`src/rtl/regfile_dumper_pkg.sv`:
```
// Shared types and constants for the register-file dumper: FSM states, header nibble, byte-count helper.
package regfile_dumper_pkg;

  typedef enum logic [2:0] {
    ST_IDLE,
    ST_ADDR,
    ST_WAIT,
    ST_SEND,
    ST_FIN
  } state_t;

  localparam logic [3:0] DUMP_HDR = 4'hA;
  localparam int unsigned NUM_REGS = 16;

  // Bytes needed to carry a w-bit word.
  function automatic int unsigned nbytes(input int unsigned w);
    return (w + 32'd7) / 32'd8;
  endfunction

endpackage

```
`src/rtl/byte_serializer.sv`:
```
// Loads one word and emits it LSB-first as bytes over valid/ready; last_c flags the final byte.
module byte_serializer
  import regfile_dumper_pkg::*;
#(
  parameter int unsigned WIDTH = 8
) (
  input  logic             clk,
  input  logic             reset,
  input  logic             load,
  input  logic [WIDTH-1:0] word,
  input  logic             ready,
  output logic             valid,
  output logic [7:0]       data,
  output logic             last_c
);

  localparam int unsigned NB = nbytes(WIDTH);
  localparam int unsigned SW = NB * 8;
  localparam int unsigned CW = $clog2(NB + 1);

  logic [SW-1:0] shreg;
  logic [CW-1:0] cnt;

  // Zero-extension on load leaves the unused top bits of the last byte at zero.
  always_ff @(posedge clk or posedge reset) begin
    if (reset) begin
      shreg <= '0;
      cnt   <= '0;
      valid <= 1'b0;
    end else if (load && !valid) begin
      shreg <= SW'(word);
      cnt   <= CW'(NB);
      valid <= 1'b1;
    end else if (valid && ready) begin
      shreg <= shreg >> 8;
      cnt   <= cnt - CW'(1);
      if (cnt == CW'(1)) begin
        valid <= 1'b0;
      end
    end
  end

  assign data   = shreg[7:0];
  assign last_c = valid && (cnt == CW'(1));

endmodule

```
`src/rtl/regfile_dumper.sv`:
```
// Walks all 16 regfile addresses on request and streams each value out as bytes over valid/ready.
// Optional feature: define DUMP_HEADER_EN to prefix each register with header byte {DUMP_HDR, addr}.
module regfile_dumper
  import regfile_dumper_pkg::*;
#(
  parameter int unsigned WIDTH    = 8,
  parameter int unsigned READ_LAT = 0
) (
  input  logic             clk,
  input  logic             reset,
  input  logic             start,
  output logic [3:0]       ra,
  input  logic [WIDTH-1:0] rd,
  output logic [7:0]       tx_data,
  output logic             tx_valid,
  input  logic             tx_ready,
  output logic             busy,
  output logic             done
);

`ifdef DUMP_HEADER_EN
  localparam int unsigned SER_W = WIDTH + 8;
`else
  localparam int unsigned SER_W = WIDTH;
`endif

  state_t           state;
  logic [3:0]       addr;
  logic             load_c;
  logic             last_c;
  logic [SER_W-1:0] word_c;

  assign ra = addr;

  // Capture happens on the edge that leaves ADDR (combinational port) or WAIT (registered port).
  assign load_c = (state == ST_WAIT) || ((state == ST_ADDR) && (READ_LAT == 0));

`ifdef DUMP_HEADER_EN
  assign word_c = {rd, DUMP_HDR, addr};
`else
  assign word_c = rd;
`endif

  byte_serializer #(
    .WIDTH (SER_W)
  ) u_ser (
    .clk    (clk),
    .reset  (reset),
    .load   (load_c),
    .word   (word_c),
    .ready  (tx_ready),
    .valid  (tx_valid),
    .data   (tx_data),
    .last_c (last_c)
  );

  // Sequencer: address counter, read-latency wait and done/busy generation.
  always_ff @(posedge clk or posedge reset) begin
    if (reset) begin
      state <= ST_IDLE;
      addr  <= 4'd0;
      busy  <= 1'b0;
      done  <= 1'b0;
    end else begin
      done <= 1'b0;
      case (state)
        ST_IDLE: begin
          if (start) begin
            state <= ST_ADDR;
            addr  <= 4'd0;
            busy  <= 1'b1;
          end
        end
        ST_ADDR: begin
          state <= (READ_LAT == 0) ? ST_SEND : ST_WAIT;
        end
        ST_WAIT: begin
          state <= ST_SEND;
        end
        ST_SEND: begin
          if (tx_valid && tx_ready && last_c) begin
            if (addr == 4'(NUM_REGS - 1)) begin
              state <= ST_FIN;
              busy  <= 1'b0;
              done  <= 1'b1;
            end else begin
              state <= ST_ADDR;
              addr  <= addr + 4'd1;
            end
          end
        end
        ST_FIN: begin
          // A new request is already accepted in the done cycle.
          if (start) begin
            state <= ST_ADDR;
            addr  <= 4'd0;
            busy  <= 1'b1;
          end else begin
            state <= ST_IDLE;
          end
        end
        default: begin
          state <= ST_IDLE;
        end
      endcase
    end
  end

endmodule
```
`config.mk`:
```
export PLATFORM = sky130hd
export DESIGN_NAME = regfile_dumper
export DESIGN_NICKNAME = d
export VERILOG_FILES = /design/src/rtl/regfile_dumper_pkg.sv /design/src/rtl/byte_serializer.sv /design/src/rtl/regfile_dumper.sv
export SDC_FILE = /design/constraint.sdc
export NUM_CORES = 1
export LEC_CHECK = 0
export ABC_AREA = 1
export BUFFER_PORTS_ARGS = -buffer_cell sky130_fd_sc_hd__buf_2
export CORE_MARGIN = 3
export CORE_UTILIZATION = 49
export DETAILED_ROUTE_END_ITERATION = 7
export PLACE_DENSITY = 0.78
export SLEW_MARGIN = 20
export SYNTH_ARGS = -nofsm -noshare
export SYNTH_HDL_FRONTEND = slang
export SYNTH_SLANG_ARGS = --single-unit
```
`constraint.sdc`:
```
create_clock -name clk -period 1.7 [get_ports clk]
set_clock_uncertainty 0.15 [all_clocks]
set_input_delay 0.255 -clock clk [delete_from_list [all_inputs] [get_ports clk]]
set_output_delay 0.255 -clock clk [all_outputs]
set_load 0.005 [all_outputs]
```
* After elaboration in Yosys (flattened, before gate mapping)
Index checks and enable logic that the tools add are counted.
Storage, ports and cells: register bits after elaboration 19, latch bits 0, memory bits (writable) 0, bits in read-only memories 0, output and inout port bits 15, logic and storage cells 58, memories 0
Operators by class: add/sub/neg operators 2, multiply operators 0, div/mod/pow operators 0, order comparisons 0, equality and inequality tests 10, shift-type cells 0, muxes and demuxes 23, bitwise operators 0, reduce and logical (&&, ||, !) cells 16
Operators with widths (number):
- $mux W8 | 2
- $mux W1 | 12
- $mux W4 | 3
- $pmux W3 S4 | 1
- $mux W3 | 3
- $ne A2 B2 Y1 const B | 4
- $pmux W4 S2 | 1
- $reduce_and A4 Y1 | 2
- $eq A3 B2 Y1 const B | 2
- $reduce_bool A2 Y1 | 3
- $add A4 B1 Y4 const B | 1
- $eq A4 B4 Y1 const B | 1
- $logic_and A1 B1 Y1 | 4
- $reduce_and A2 Y1 | 2
- $reduce_or A2 Y1 | 2
- $eq A3 B1 Y1 const B | 1
- $eq A3 B3 Y1 const B | 1
- $logic_not A3 Y1 | 1
- $ne A2 B1 Y1 const B | 1
- $pmux W1 S2 | 1
- $logic_not A1 Y1 | 1
- $logic_or A1 B1 Y1 | 1
- $sub A1 B1 Y1 const B | 1

* Longest topological paths before layout
depth in word-level cells 5, gate-level depth with buffers 8, gate-level depth less buffers 8

* Cells and area by module
Synthesis repeated with hierarchy kept, for this count alone.
Unflattened totals: cell total of the unflattened synthesis 118, area, all modules 954.7 um^2
By module, submodules not included:
- regfile_dumper | times used 1, cells each 67, area an instance 519.2 um^2
- byte_serializer | times used 1, cells each 51, area an instance 435.4 um^2

* Least setup slack after synthesis
OpenSTA, ideal clock, no wires.
path type reg2reg, from register addr[0] (netlist: ra[0]), to register busy, library setup time 0.063 ns, data arrival time 1.126 ns, data required time 1.487 ns, setup slack 0.361 ns, stages on the path, launching flop included 8, buffers on the path 0, period minus slack after synthesis 1.339 ns, cell sequence dfrtp_1 ha_1 nand3_1 inv_1 nand2_2 nor2_2 or2_1 inv_1
Between the ends: word-level cells in the longest chain between the ends 3
RTL lines:
- from (decl) | RTL line regfile_dumper.sv:28 | logic [3:0] addr;
- from (signal assigned) | RTL line regfile_dumper.sv:88 | addr <= addr + 4'd1;
- $eq A4 B4 Y1 | RTL line regfile_dumper.sv:82 | if (addr == 4'(NUM_REGS - 1)) begin
- $ne A2 B2 Y1 (no line)
- $reduce_and A4 Y1 (no line)
- to (signal assigned) | RTL line regfile_dumper.sv:71 | busy <= 1'b1;
- to (signal assigned) | RTL line regfile_dumper.sv:84 | busy <= 1'b0;
- to (signal assigned) | RTL line regfile_dumper.sv:97 | busy <= 1'b1;
- to (decl) | RTL line regfile_dumper.sv:17 | output logic busy,
Every way passes these cells. A chain may end at the register's enable or synchronous reset.

* Final worst setup path
Same ends and word-level chain as after synthesis.

==> metrics.yaml <==
sta:
  max_freq_ghz: 0.681
  period_needed_ps: 1470
  setup_ws_ps: 232
  fin_setup_tns_ps: 0
  rsz0062_at_grt: "false"
  finalSetupViolCount: 0
  finalHoldViolCount: 0
  maxSlewHeadroom: 0.816
  slew_viol_final: 0
  finalCritPeriodShare: 0.864
  tightest_slew_ps: 275
clock_tree:
  hold_buffers: 3
  root_buffer: "clkbuf_4"
  cts_setup_buffers: 0
  cts_buffer_depth: 2
  cts_sinks: 19
  ctsResizeCount: 0
  path_clk_slew_ps: 110
  h-tree-depth: 1
  cts_tree: "yes"
  numCtsBuffers: 3
  clk_latency_ps: 300
logic_synthesis:
  synth_common_cells: "38 x nand2_1, 19 x dfrtp_1, 15 x nand3_1"
  synth.avg_cell_area_um2: 8.23
  ys_async_sr_fraction: 1.00
  syn-cell-area_um2: 897
  synth-seq-area-share: 0.530
  syn-instance-count: 109
  yosys-top-cells-area: "dfrtp_1 53%, nand2_1 16%, nand3_1 8.4%"
  ys_ff_latch: 19
  synth_top_area_cell: "dfrtp_1"
  synthFlopType: "dfrtp_1"
  synth_top_area_frac: 0.530
  yosys.cell_count.top_type: "nand2_1"
  synth_nets: 122
  synth.distinct_cells: 17
  synth-edff-count: 0
  synth.yosys.warnings: 0
detailed_routing:
  drt_iter0_markers: 10
  wirelength_mm: 1.79
  vias_per_cell: 4.67
  postRouteAntennaNets: 0
  avgRoutedWirePerCell_um: 10.8
  drt_pass1_iterations: 4
  drcViolationCount: 0
  vias: 775
placed_design:
  gp_congestion: 0.874
  post-place-ws_ps: 250
  port_buffers: 26
  hpwl_mm: 1.40
  placed_cells: 159
die:
  ioPinCount: 27
  core_um2: 1610
  die-height_um: 48.8
  die_w_um: 48.8
  fp-row-count: 14
  start_util: 0.557
  dieArea_um2: 2380
global_route:
  antenna_found_initial: 0
  grt_most_used_layer: "met2"
  track_usage: 0.170
  gr-usage-met3: 0.0459
  grt_pass1_vias: 762
  met2_usage: 0.265
  overflow: 0
  grt_first_pass_wirelength_mm: 3.17
  use_met1: 0.213
  grt_max_degree: 20
critical_path:
  end_kind: "flip-flop"
  path_cells: "ha_1, nand3_1, inv_1, nand2_2, nor2_2, or2_1, inv_1"
  reg2reg_setup_slack_ps: 230
  path_class: "flip-flop to flip-flop"
  rr_startpoint: "ra[0]$_DFFE_PP0P_"
  cp.arrival_ps: 1570
  cp_max_fo: 5
  r2r_cells: 7
  r2r_end: "busy$_DFFE_PP0P_"
  critPathMostFrequentCell: "inv_1"
  start_kind: "flip-flop"
  cpMaxStageDelayCell: "dfrtp_1"
  critPathMaxStageDelay_ps: 440
  critical_path_buf_inv_count: 2
  critPathRequiredTime_ps: 1800
  path_delay_family: "simple AND/OR/NAND/NOR gates"
run_status:
  status: "complete, no violations"
pwr:
  seqPwrFrac: 0.443
  p_int_w: 0.000962
  ir_drop_uv: 789
  power.leakage_nw: 0.656
  finalPower_w: 0.00161
  power.share.clock: 0.142
  p_sw_frac: 0.401
  powerDensity_nw_per_um2: 1450
  pwr-share-comb: 0.414
  switchingPower_w: 0.000644
final_layout:
  fin_util: 0.689
  drive_above_1_share: 0.296
  fin_nets: 156
  area_growth_pct: 23.8
  stdcell_count: 166
  antenna_cells: 0
hold_path:
  hold_class: "input pin to flip-flop"
  whs_endpoint: "u_ser.data[6]$_DFFE_PP0P_"
  hold_depth: 3
  hp-start: "rd[6]"
job:
  max-cap-violations: 0
[worst max path at each step]
| stage | start | to | cells after the start |
|---|---|---|---|
| 2_1_floorplan | ra[0]$_DFFE_PP0P_ | busy$_DFFE_PP0P_ | 7 |
| 3_3_place_gp | ra[0]$_DFFE_PP0P_ | busy$_DFFE_PP0P_ | 7 |
| 3_5_place_dp | ra[0]$_DFFE_PP0P_ | busy$_DFFE_PP0P_ | 7 |
| 4_1_cts | ra[0]$_DFFE_PP0P_ | busy$_DFFE_PP0P_ | 7 |
| 5_1_grt | ra[0]$_DFFE_PP0P_ | busy$_DFFE_PP0P_ | 7 |
| 6_report | ra[0]$_DFFE_PP0P_ | busy$_DFFE_PP0P_ | 7 |
[cells in the final DEF, fill, tap and decap left out]
master / netlist / final
buf_4: 0 / 1
dlygate4sd3_1: 0 / 3
nand4_2: 1 / 1
buf_2: 0 / 26
nand3b_1: 1 / 1
nand2_1: 38 / 38
ha_1: 1 / 1
inv_2: 2 / 2
nor2_4: 1 / 1
clkbuf_4: 0 / 3
inv_1: 10 / 10
o21ai_0: 3 / 3
a21oi_1: 3 / 3
nand3_1: 15 / 15
nand2_2: 5 / 5
clkinv_2: 0 / 1
dfrtp_1: 19 / 19
nor2_2: 2 / 2
nor2_1: 5 / 5
or2_1: 1 / 1
nor3_1: 1 / 1
[area by class of cell]
cell class | instances | area [um^2]
Clock buffer | 3 | 22.5
Clock inverter | 1 | 5.00
Fill cell | 155 | 500
Inverter | 12 | 45.0
Multi-Input combinational cell | 77 | 365
Sequential cell | 19 | 475
Tap cell | 24 | 30.0
Timing Repair Buffer | 30 | 168
[kinds of logic (layout without fill, tap and decap cells)]
logic type / after synthesis / count (layout) / share of synthesized area
AND/OR/NAND/NOR: 70 / 70 / 0.360
flip-flops: 19 / 19 / 0.530
buffers and inverters: 13 / 46 / 0.0628
AO/OA/AOI/OAI: 6 / 6 / 0.0335
adder cells (fa/ha/maj): 1 / 1 / 0.0139
[worst register-to-register path: cells and delay by family (launching register included)]
family / cells / cell delay [ps]
adder cells (fa/ha/maj): 1 / 260
buffers and inverters: 2 / 110
flip-flops: 1 / 440
AND/OR/NAND/NOR: 4 / 450
[routing by layer]
layer  routed length, um  vias to the layer above
met5                   0                        -
met4                  53                        0
met3                  97                        6
met2                 803                       21
met1                 832                      340
li1                    -                      408
[state kept, by name, indices dropped and copies added, names as in the netlist]
signal and count:
ra 4, busy 1, u_ser.cnt 1, u_ser.valid 1, u_ser.data 8, state 3, done 1
[through the flow]
step           hold WS (ps)  cell area [um^2]
3_5_place_dp            135              1050
2_1_floorplan          56.1               897
6_report               3.72              1110
4_1_cts                1.55              1110
5_1_grt                11.1              1110
3_3_place_gp            127              1050
[power by group through the flow]
stage,Clock (W),Sequential (W),Combinational (W)
2_1_floorplan,0,0.000718,0.000455
3_3_place_gp,0,0.000716,0.000662
4_1_cts,0.000239,0.000711,0.000675
5_1_grt,0.000257,0.000738,0.000779
6_report,0.000228,0.000712,0.000666
3_5_place_dp,0,0.000722,0.000668
Power figures use the tool's default switching activity.
